## src/rtl/uart_cmd_burst_ctrl_pkg.sv

```systemverilog
// Shared types for the UART burst command controller: FSM state and command encodings,
// plus helpers that place the header fields from the top-level widths.
package uart_cmd_burst_ctrl_pkg;

   typedef enum logic [1:0] {
      ST_IDLE      = 2'd0,
      ST_WAIT_DATA = 2'd1,
      ST_ISSUE     = 2'd2
   } state_e;

   localparam logic UART_CMD_WRITE = 1'b1;
   localparam logic UART_CMD_READ  = 1'b0;

   // Header layout: [cmd][dev][spare][len][addr], MSB first.
   function automatic int hdr_cmd_bit(input int word_w);
      return word_w - 1;
   endfunction

   function automatic int hdr_dev_msb(input int word_w);
      return word_w - 2;
   endfunction

   function automatic int hdr_len_lsb(input int mem_addr_w);
      return mem_addr_w;
   endfunction

   function automatic int hdr_spare_w(input int word_w, input int dev_w, input int len_w,
                                      input int mem_w);
      return word_w - 1 - dev_w - len_w - mem_w;
   endfunction

endpackage

```

## src/rtl/FFD_POSEDGE_SYNCRONOUS_RESET.sv

```systemverilog
// Generic enable flop with synchronous active-high reset, shared across the codebase.
module FFD_POSEDGE_SYNCRONOUS_RESET #(
   parameter int SIZE = 1
)(
   input  logic            Clock,
   input  logic            Reset,
   input  logic            Enable,
   input  logic [SIZE-1:0] D,
   output logic [SIZE-1:0] Q
);

   always_ff @(posedge Clock) begin
      if (Reset)
         Q <= '0;
      else if (Enable)
         Q <= D;
   end

endmodule

```

## src/rtl/uart_cmd_hdr_decode.sv

```systemverilog
// Pure field extractor for the 32-bit burst header word (cmd, dev, len, addr).
module uart_cmd_hdr_decode
   import uart_cmd_burst_ctrl_pkg::*;
#(
   parameter int WORD_W     = 32,
   parameter int DEV_ADDR_W = 4,
   parameter int MEM_ADDR_W = 16,
   parameter int LEN_W      = 8
)(
   input  logic [WORD_W-1:0]     iWord,
   output logic                  oCmd,
   output logic [DEV_ADDR_W-1:0] oDev,
   output logic [LEN_W-1:0]      oLen,
   output logic [MEM_ADDR_W-1:0] oAddr
);

   localparam int CMD_BIT = hdr_cmd_bit(WORD_W);
   localparam int DEV_MSB = hdr_dev_msb(WORD_W);
   localparam int LEN_LSB = hdr_len_lsb(MEM_ADDR_W);
   localparam int SPARE_W = hdr_spare_w(WORD_W, DEV_ADDR_W, LEN_W, MEM_ADDR_W);

   assign oCmd  = iWord[CMD_BIT];
   assign oDev  = iWord[DEV_MSB -: DEV_ADDR_W];
   assign oLen  = iWord[LEN_LSB +: LEN_W];
   assign oAddr = iWord[MEM_ADDR_W-1:0];

   // Spare bits between len and dev are reserved and ignored.
   if (SPARE_W > 0) begin : g_spare
      logic [SPARE_W-1:0] unused_spare;
      assign unused_spare = iWord[LEN_LSB+LEN_W +: SPARE_W];
   end

endmodule

```

## src/rtl/uart_cmd_burst_ctrl.sv

```systemverilog
// Burst command controller: decodes a UART header, then issues LEN+1 read or write commands
// with an auto-incrementing address. Optional write-data timeout: UART_CMD_TIMEOUT_EN.
module uart_cmd_burst_ctrl
   import uart_cmd_burst_ctrl_pkg::*;
#(
   parameter int WORD_W      = 32,
   parameter int DEV_ADDR_W  = 4,
   parameter int MEM_ADDR_W  = 16,
   parameter int LEN_W       = 8,
   parameter int TIMEOUT_CYC = 1000000
)(
   input  logic                  iClock,
   input  logic                  iReset,
   input  logic                  iWordValid,
   input  logic [WORD_W-1:0]     iWord,
   output logic                  oCmdValid,
   input  logic                  iCmdReady,
   output logic                  oCmdWrite,
   output logic [DEV_ADDR_W-1:0] oDevAddr,
   output logic [MEM_ADDR_W-1:0] oMemAddr,
   output logic [WORD_W-1:0]     oWriteData,
   output logic                  oBusy,
   output logic                  oDone,
   output logic                  oOverrun,
   output logic                  oTimeout
);

   if (1 + DEV_ADDR_W + LEN_W + MEM_ADDR_W > WORD_W) begin : g_bad_header
      $error("uart_cmd_burst_ctrl: header fields do not fit in WORD_W");
   end

   state_e                  state_q, state_d;
   logic                    cmd_q, cmd_d;
   logic [DEV_ADDR_W-1:0]   dev_q, dev_d;
   logic [WORD_W-1:0]       data_q, data_d;
   logic [MEM_ADDR_W-1:0]   addr_q, addr_d;
   logic [LEN_W-1:0]        rem_q, rem_d;
   logic                    done_q, done_d;
   logic                    overrun_q, overrun_d;

   logic                    hdr_cmd;
   logic [DEV_ADDR_W-1:0]   hdr_dev;
   logic [LEN_W-1:0]        hdr_len;
   logic [MEM_ADDR_W-1:0]   hdr_addr;

`ifdef UART_CMD_TIMEOUT_EN
   localparam int TMO_W = (TIMEOUT_CYC > 1) ? $clog2(TIMEOUT_CYC) : 1;
   logic [TMO_W-1:0]        tmo_q, tmo_d;
   logic                    timeout_q, timeout_d;
`else
   localparam int unused_timeout_cyc = TIMEOUT_CYC;
`endif

   uart_cmd_hdr_decode #(
      .WORD_W     (WORD_W),
      .DEV_ADDR_W (DEV_ADDR_W),
      .MEM_ADDR_W (MEM_ADDR_W),
      .LEN_W      (LEN_W)
   ) u_hdr_decode (
      .iWord (iWord),
      .oCmd  (hdr_cmd),
      .oDev  (hdr_dev),
      .oLen  (hdr_len),
      .oAddr (hdr_addr)
   );

   FFD_POSEDGE_SYNCRONOUS_RESET #(.SIZE(1)) u_cmd_ff (
      .Clock(iClock), .Reset(iReset), .Enable(1'b1), .D(cmd_d), .Q(cmd_q)
   );

   FFD_POSEDGE_SYNCRONOUS_RESET #(.SIZE(DEV_ADDR_W)) u_dev_ff (
      .Clock(iClock), .Reset(iReset), .Enable(1'b1), .D(dev_d), .Q(dev_q)
   );

   FFD_POSEDGE_SYNCRONOUS_RESET #(.SIZE(WORD_W)) u_data_ff (
      .Clock(iClock), .Reset(iReset), .Enable(1'b1), .D(data_d), .Q(data_q)
   );

   always_comb begin
      state_d   = state_q;
      cmd_d     = cmd_q;
      dev_d     = dev_q;
      data_d    = data_q;
      addr_d    = addr_q;
      rem_d     = rem_q;
      done_d    = 1'b0;
      overrun_d = 1'b0;
`ifdef UART_CMD_TIMEOUT_EN
      tmo_d     = tmo_q;
      timeout_d = 1'b0;
`endif
      case (state_q)
         ST_IDLE: begin
            if (iWordValid) begin
               cmd_d  = hdr_cmd;
               dev_d  = hdr_dev;
               addr_d = hdr_addr;
               rem_d  = hdr_len;
               if (hdr_cmd == UART_CMD_WRITE) begin
                  state_d = ST_WAIT_DATA;
`ifdef UART_CMD_TIMEOUT_EN
                  tmo_d   = '0;
`endif
               end else begin
                  state_d = ST_ISSUE;
               end
            end
         end
         ST_WAIT_DATA: begin
            // A word on the terminal cycle wins over the timeout.
            if (iWordValid) begin
               data_d  = iWord;
               state_d = ST_ISSUE;
            end
`ifdef UART_CMD_TIMEOUT_EN
            else if (tmo_q == TMO_W'(TIMEOUT_CYC - 1)) begin
               state_d   = ST_IDLE;
               timeout_d = 1'b1;
            end else begin
               tmo_d = tmo_q + 1'b1;
            end
`endif
         end
         ST_ISSUE: begin
            overrun_d = iWordValid;
            if (iCmdReady) begin
               if (rem_q == '0) begin
                  state_d = ST_IDLE;
                  done_d  = 1'b1;
               end else begin
                  addr_d = addr_q + 1'b1;
                  rem_d  = rem_q - 1'b1;
                  if (cmd_q == UART_CMD_WRITE) begin
                     state_d = ST_WAIT_DATA;
`ifdef UART_CMD_TIMEOUT_EN
                     tmo_d   = '0;
`endif
                  end
               end
            end
         end
         default: state_d = ST_IDLE;
      endcase
   end

   always_ff @(posedge iClock) begin
      if (iReset) begin
         state_q   <= ST_IDLE;
         addr_q    <= '0;
         rem_q     <= '0;
         done_q    <= 1'b0;
         overrun_q <= 1'b0;
      end else begin
         state_q   <= state_d;
         addr_q    <= addr_d;
         rem_q     <= rem_d;
         done_q    <= done_d;
         overrun_q <= overrun_d;
      end
   end

`ifdef UART_CMD_TIMEOUT_EN
   always_ff @(posedge iClock) begin
      if (iReset) begin
         tmo_q     <= '0;
         timeout_q <= 1'b0;
      end else begin
         tmo_q     <= tmo_d;
         timeout_q <= timeout_d;
      end
   end
   assign oTimeout = timeout_q;
`else
   assign oTimeout = 1'b0;
`endif

   // Valid/ready: a command is accepted on any cycle where oCmdValid && iCmdReady;
   // all command fields stay stable from the rise of oCmdValid until that cycle.
   assign oCmdValid  = (state_q == ST_ISSUE);
   assign oCmdWrite  = cmd_q;
   assign oDevAddr   = oCmdValid ? dev_q : '0;
   assign oMemAddr   = addr_q;
   assign oWriteData = data_q;
   assign oBusy      = (state_q != ST_IDLE);
   assign oDone      = done_q;
   assign oOverrun   = overrun_q;

endmodule

```

## config.mk

```make
export PLATFORM = sky130hd
export DESIGN_NAME = uart_cmd_burst_ctrl
export DESIGN_NICKNAME = d
export VERILOG_FILES = /design/src/rtl/uart_cmd_burst_ctrl_pkg.sv /design/src/rtl/FFD_POSEDGE_SYNCRONOUS_RESET.sv /design/src/rtl/uart_cmd_hdr_decode.sv /design/src/rtl/uart_cmd_burst_ctrl.sv
export SDC_FILE = /design/constraint.sdc
export NUM_CORES = 1
export LEC_CHECK = 0
export BUFFER_PORTS_ARGS = -buffer_cell sky130_fd_sc_hd__buf_2
export CORE_UTILIZATION = 43
export CTS_CLUSTER_SIZE = 20
export DETAILED_ROUTE_END_ITERATION = 8
export PLACE_DENSITY = 0.74
export SETUP_SLACK_MARGIN = 0.1
export SLEW_MARGIN = 15
export SYNTH_ARGS = -nofsm -noshare
export SYNTH_HDL_FRONTEND = slang
export SYNTH_SLANG_ARGS = --single-unit
```

## constraint.sdc

```tcl
create_clock -name iClock -period 1.89 [get_ports iClock]
set_input_delay 0.189 -clock iClock [delete_from_list [all_inputs] [get_ports iClock]]
set_output_delay 0.189 -clock iClock [all_outputs]
set_load 0.02 [all_outputs]
```

* Word level (Yosys, flattened, before mapping)
Index checks and enable logic that the tools add are counted.
Operators by class: multiplexer cells 17, equality and inequality tests 7, shift-type cells 0, multiply operators 0, div/mod/pow operators 0, reductions and logical operators 10, bitwise operators 2, add/sub/neg operators 2, $lt $le $gt $ge 0
Operators by type and width (count):
- 2-to-1 mux 16 bit | 3
- case mux 16 bit (2 select lines) | 1
- 2-to-1 mux 8 bit | 3
- adder 16 x 1 -> 16 bit, second input constant | 1
- case mux 8 bit (2 select lines) | 1
- 2-to-1 mux 2 bit | 6
- zero test 8 bit | 1
- AND reduction 4 bit | 2
- subtractor 8 x 1 -> 8 bit, second input constant | 1
- inequality test 2 bit, second input constant | 3
- case mux 2 bit (3 select lines) | 1
- 2-to-1 mux 4 bit | 1
- AND reduction 2 bit | 2
- nonzero test 2 bit | 2
- inequality test 3 x 1 -> 1 bit, second input constant | 1
- OR reduction 3 bit | 1
- == test 2 x 1 -> 1 bit, second input constant | 1
- == test 2 bit, second input constant | 1
- zero test 2 bit | 1
- inequality test 2 x 1 -> 1 bit, second input constant | 1
- inverter 1 bit | 2
- OR reduction 2 bit | 1
- 2-to-1 mux 1 bit | 1
Word-level totals: memory bits (read-only) 0, logic and storage cells 46, memory bits (writable) 0, memories 0, bits in latches 0, output and inout bits 58, register bits after elaboration 65, input port bits 36

* Logic depth before layout (Yosys ltp)
depth after elaboration 4, gate-level depth with buffers 8, gate-level depth less buffers 6

* Modules after synthesis
Synthesis repeated with hierarchy kept, for this count alone.
Unflattened totals: cell total of the unflattened synthesis 425, area total of the unflattened synthesis 3799.9 µm²
Modules (own cells, without submodules):
- uart_cmd_burst_ctrl | seq. area each 560.5 µm², area an instance 2244.7 µm², cells an instance 277, instances 1
- FFD_POSEDGE_SYNCRONOUS_RESET (u_data_ff) | seq. area each 640.6 µm², area an instance 1163.6 µm², cells an instance 103, instances 1
- uart_cmd_hdr_decode | seq. area each 0.0 µm², area an instance 217.7 µm², cells an instance 29, instances 1
- FFD_POSEDGE_SYNCRONOUS_RESET (u_dev_ff) | seq. area each 80.1 µm², area an instance 140.1 µm², cells an instance 13, instances 1
- FFD_POSEDGE_SYNCRONOUS_RESET (u_cmd_ff) | seq. area each 20.0 µm², area an instance 33.8 µm², cells an instance 3, instances 1

* Least setup slack after synthesis
Ideal clock, no wire load.
path type reg-to-reg, from reg rem_q[0], to reg addr_q[6], in the netlist oMemAddr[6], required time 1.771 ns, buffers on the path 0, clock period less this slack 1.920 ns, library setup time 0.119 ns, slack -0.030 ns, data arrival time 1.802 ns, cell stages (with the launch flop) 7, cells stage by stage dfxtp_1 inv_1 ha_1 or4b_4 nor4_1 o31ai_1 o221a_2
Between the ends: longest elaborated chain between the ends 3
RTL lines:
- start, declared | RTL line uart_cmd_burst_ctrl.sv:37 | logic [LEN_W-1:0] rem_q, rem_d;
- start signal, assigned | RTL line uart_cmd_burst_ctrl.sv:156 | rem_q <= rem_d;
- zero test 8 bit | RTL line uart_cmd_burst_ctrl.sv:127 | if (rem_q == '0) begin
- inequality test 2 bit (no source line)
- AND reduction 4 bit (no source line)
- end signal, assigned | RTL line uart_cmd_burst_ctrl.sv:155 | addr_q <= addr_d;
- end, declared | RTL line uart_cmd_burst_ctrl.sv:36 | logic [MEM_ADDR_W-1:0] addr_q, addr_d;
No other way between the ends. A chain may end at the register's enable or synchronous reset.

* Final worst setup path
from reg rem_q[0], to reg rem_q[6]
Between the ends: longest elaborated chain between the ends 4, elaborated cells on any way between the ends 7, those cells by class add/sub: 1; eq/ne: 1; mux: 3; reduce/logical: 2
RTL lines:
- subtractor 8 x 1 -> 8 bit | RTL line uart_cmd_burst_ctrl.sv:132 | rem_d = rem_q - 1'b1;
- 2-to-1 mux 8 bit | RTL line uart_cmd_burst_ctrl.sv:127
- 2-to-1 mux 8 bit | RTL line uart_cmd_burst_ctrl.sv:126 | if (iCmdReady) begin
- case mux 8 bit (2 select lines) | RTL line uart_cmd_burst_ctrl.sv:92 | case (state_q)
Parallel ways exist; a longest one is shown, timed or not. The select of a mux whose other input is x is not followed.

==> results.sh <==
export IMPL_critPathSlowestCell="or4b_4"
export IMPL_dr_wl_met2_um=4050
export IMPL_gp_congestion=0.890
export IMPL_crit_chain="inv_2 > ha_4 > or4b_4 > or4_4 > a211o_1 > a21oi_2"
export IMPL_avgSynthCellArea_um2=7.89
export IMPL_synth_cell_types=54
export IMPL_p_int_w=0.00246
export IMPL_worstPathMaxFanout=4
export IMPL_worst_slack_ns=-0.0239
export IMPL_syn_cell_area_um2=3080
export IMPL_finClkSkew_ns=0.0101
export IMPL_max_slew_worst_pin_slew_ns=0.657
export IMPL_ys_seq_area_share_pct=42.3
export IMPL_run_status="complete, but fails checks"
export IMPL_power_density_nw_per_um2=869
export IMPL_place_inst=571
export IMPL_grt_antenna_before_repair=0
export IMPL_drt_wl_total_um=8830
export IMPL_fin_crit_sh_pct=101
export IMPL_syn2layout_area_growth_pct=33.4
export IMPL_ys_ff_latch=65
export IMPL_numClockSinks=65
export IMPL_num_io_pins=94
export IMPL_critPathCaptureType="flop"
export IMPL_p_clk_share_pct=31.9
export IMPL_num_vias=3322
export IMPL_drc=0
export IMPL_synth_flop_cell="dfxtp_1"
export IMPL_die_x_um=86.6
export IMPL_layout_drive_gt1_share_pct=33.5
export IMPL_io_buffers=92
export IMPL_highest_layer="met4"
export IMPL_final_instance_count_excl_fill=597
export IMPL_violations="negative setup slack"
export IMPL_netlist_instances=390
export IMPL_cp_required_ns=2.17
export IMPL_grt_pass1_wl_um=14300
export IMPL_arrival_ns=2.20
export IMPL_m1WireLength_um=4070
export IMPL_nets=534
export IMPL_ir_drop_uv=541
export IMPL_worst_setup_path_start_kind="flop"
export IMPL_grt_pass1_vias=3066
export IMPL_fin_util_pct=59.8
export IMPL_synthArstFlopShare_pct=0
export IMPL_ant_nets=0
export IMPL_rsz0062_at_grt="true"
export IMPL_grt_max_degree=60
export IMPL_clkTransAtPathRegs_ns=0.07
export IMPL_grt_use_total_pct=24.5
export IMPL_rows=30
export IMPL_synth_edf_count=0
export IMPL_crit_type="reg -> reg"
export IMPL_grt_remaining_overflow=0
export IMPL_syn_num_nets=428
export IMPL_wl_met3_um=620
export IMPL_wl_per_cell_um=14.8
export IMPL_final_min_clock_period_ns=1.91
export IMPL_p_leak_nw=1.77
export IMPL_cts_tree="built"
export IMPL_cts_root_buf="clkbuf_8"
export IMPL_hold_class="in -> reg"
export IMPL_viasPerCell=5.56
export IMPL_clock_latency_ns=0.35
export IMPL_setup_viol=1
export IMPL_dp_hpwl_um=6030
export IMPL_slew_headroom_pct=56.2
export IMPL_swShare_pct=31.1
export IMPL_maxClockFrequency_mhz=522
export IMPL_numCtsBuffers=9
export IMPL_holdWs_ns=0.0781
export IMPL_dieArea_um2=7500
export IMPL_htree_levels=3
export IMPL_p_comb_share_pct=24.4
export IMPL_final_fill_count=627
export IMPL_die_y_um=86.6
export IMPL_seqPwrFrac_pct=43.7
export IMPL_slowest_delay_ns=0.50
export IMPL_core_area_um2=6870
export IMPL_power_switching_w=0.00111
export IMPL_detailedRoute_firstPassIterationCount=5
export IMPL_yosys_warnings=0
export IMPL_start_util_pct=44.8
export IMPL_cts_hold_buffers_added=0
export IMPL_num_antenna_cells=0
export IMPL_initialDrtViolationCount=295
export IMPL_hold_viol_final=0
export IMPL_drv_slew=0
export IMPL_cap_viol_max_count=0
export IMPL_clockBufferDepth=2
## registers in the layout (all words and copies together), names as in the netlist
name,count
u_cmd_ff.Q,1
state_q,2
rem_q,8
u_dev_ff.Q,4
oDone,1
oOverrun,1
u_data_ff.Q,32
oMemAddr,16
## power by group through the flow
stage	registers, W	logic, W	clock network, W
finish	0.00156	0.000872	0.00114
CTS	0.00155	0.000828	0.00117
global route	0.00157	0.000943	0.00124
floorplan	0.00165	0.000415	0
global placement	0.00158	0.000778	0
detailed placement	0.00158	0.000791	0
## cell usage in the layout (no fill, tap or decap), types with 4 or more instances in the layout
cell type,n
buf_2,92
nand2_1,81
dfxtp_1,61
a21oi_1,46
buf_4,33
nor2_1,18
clkbuf_8,13
nand3_1,8
o21ai_0,8
o211ai_1,8
a31oi_1,7
o31ai_1,7
nand4_1,7
inv_1,6
and2_1,6
mux2i_1,6
and3_1,6
nor3_1,4
o311ai_0,4
o32ai_1,4
## final cells by class
type | count | area, µm² | share of cell area [%]
Multi-Input combinational cell | 283 | 1670 | 40.8
Sequential cell | 65 | 1310 | 31.9
Timing Repair Buffer | 129 | 779 | 19.0
Clock buffer | 14 | 183 | 4.45
Tap cell | 96 | 120 | 2.93
Inverter | 8 | 30.0 | 0.731
Clock inverter | 2 | 10.0 | 0.244
## final timing paths
check / startpoint / end / slack [ns] / depth (start not counted)
worst max-delay path: rem_q[0] / rem_q[6] / -0.02 / 6
worst max register to register: rem_q[0] / rem_q[6] / -0.02 / 6
worst min register to register: u_data_ff.Q[9] / u_data_ff.Q[9] / 0.45 / 2
worst min-delay path: iWord[24] / u_data_ff.Q[24] / 0.08 / 3
## cells in the mapped netlist, drive strengths merged, types with 3 or more instances
| master | n | area share [%] |
|---|---|---|
| nor3 | 4 | 0.65 |
| buf | 6 | 1.1 |
| a31oi | 7 | 1.4 |
| mux2i | 6 | 2.0 |
| nand2 | 82 | 10 |
| inv | 8 | 0.98 |
| dfxtp | 65 | 42 |
| o21ai | 8 | 1.3 |
| clkbuf | 28 | 3.4 |
| or4 | 4 | 1.0 |
| a21oi | 47 | 7.6 |
| or2 | 3 | 0.61 |
| o32ai | 4 | 1.1 |
| and2 | 7 | 1.4 |
| and3 | 6 | 1.2 |
| o31ai | 7 | 1.7 |
| o211ai | 8 | 2.0 |
| and4 | 3 | 0.85 |
| nor2 | 19 | 2.3 |
| a211oi | 3 | 0.73 |
| nand3 | 9 | 1.5 |
| nor4 | 5 | 1.0 |
| nand4 | 7 | 1.4 |
| o311ai | 6 | 1.7 |
## critical path: cells and delay by family (launching register included)
kind	cells	cell delay, ns
simple gates	2	0.92
compound gates	2	0.40
flops	1	0.33
fa+ha+maj	1	0.14
buf+inv	1	0.07
## logic make-up after synthesis
logic type,Yosys count,synth area share (%)
muxes,6,1.95
other,1,0.122
buffers and inverters,42,5.49
AOI/OAI and AO/OA,112,24.1
adders and majority gates,2,0.813
and+or+nand+nor,162,25.3
DFF,65,42.3
## per-layer routing
metal	track usage (%)	up-vias
met5	0	-
met4	11.1	0
met3	5.71	11
met2	38.8	148
met1	31.8	1532
li1	-	1631
## metrics by stage
step                instance area [µm²]  TNS (ns)  power [W]  setup WS, ns
floorplan                          3100         0    0.00206        0.0772
global placement                   3780         0    0.00235        0.0413
detailed placement                 3780   -0.0298    0.00237       -0.0298
CTS                                4040  -0.00339    0.00355      -0.00339
global route                       4110   -0.0958    0.00375       -0.0614
finish                             4110   -0.0239    0.00357       -0.0239
## timing repair
item | 4_1_cts | 5_1_grt
gates resized for setup | 9 | 7
buffers inserted | 4 | 6
setup endpoints to repair | 9 | 28
pin swaps | 2 | 0
(Power assumes the default switching activity.)
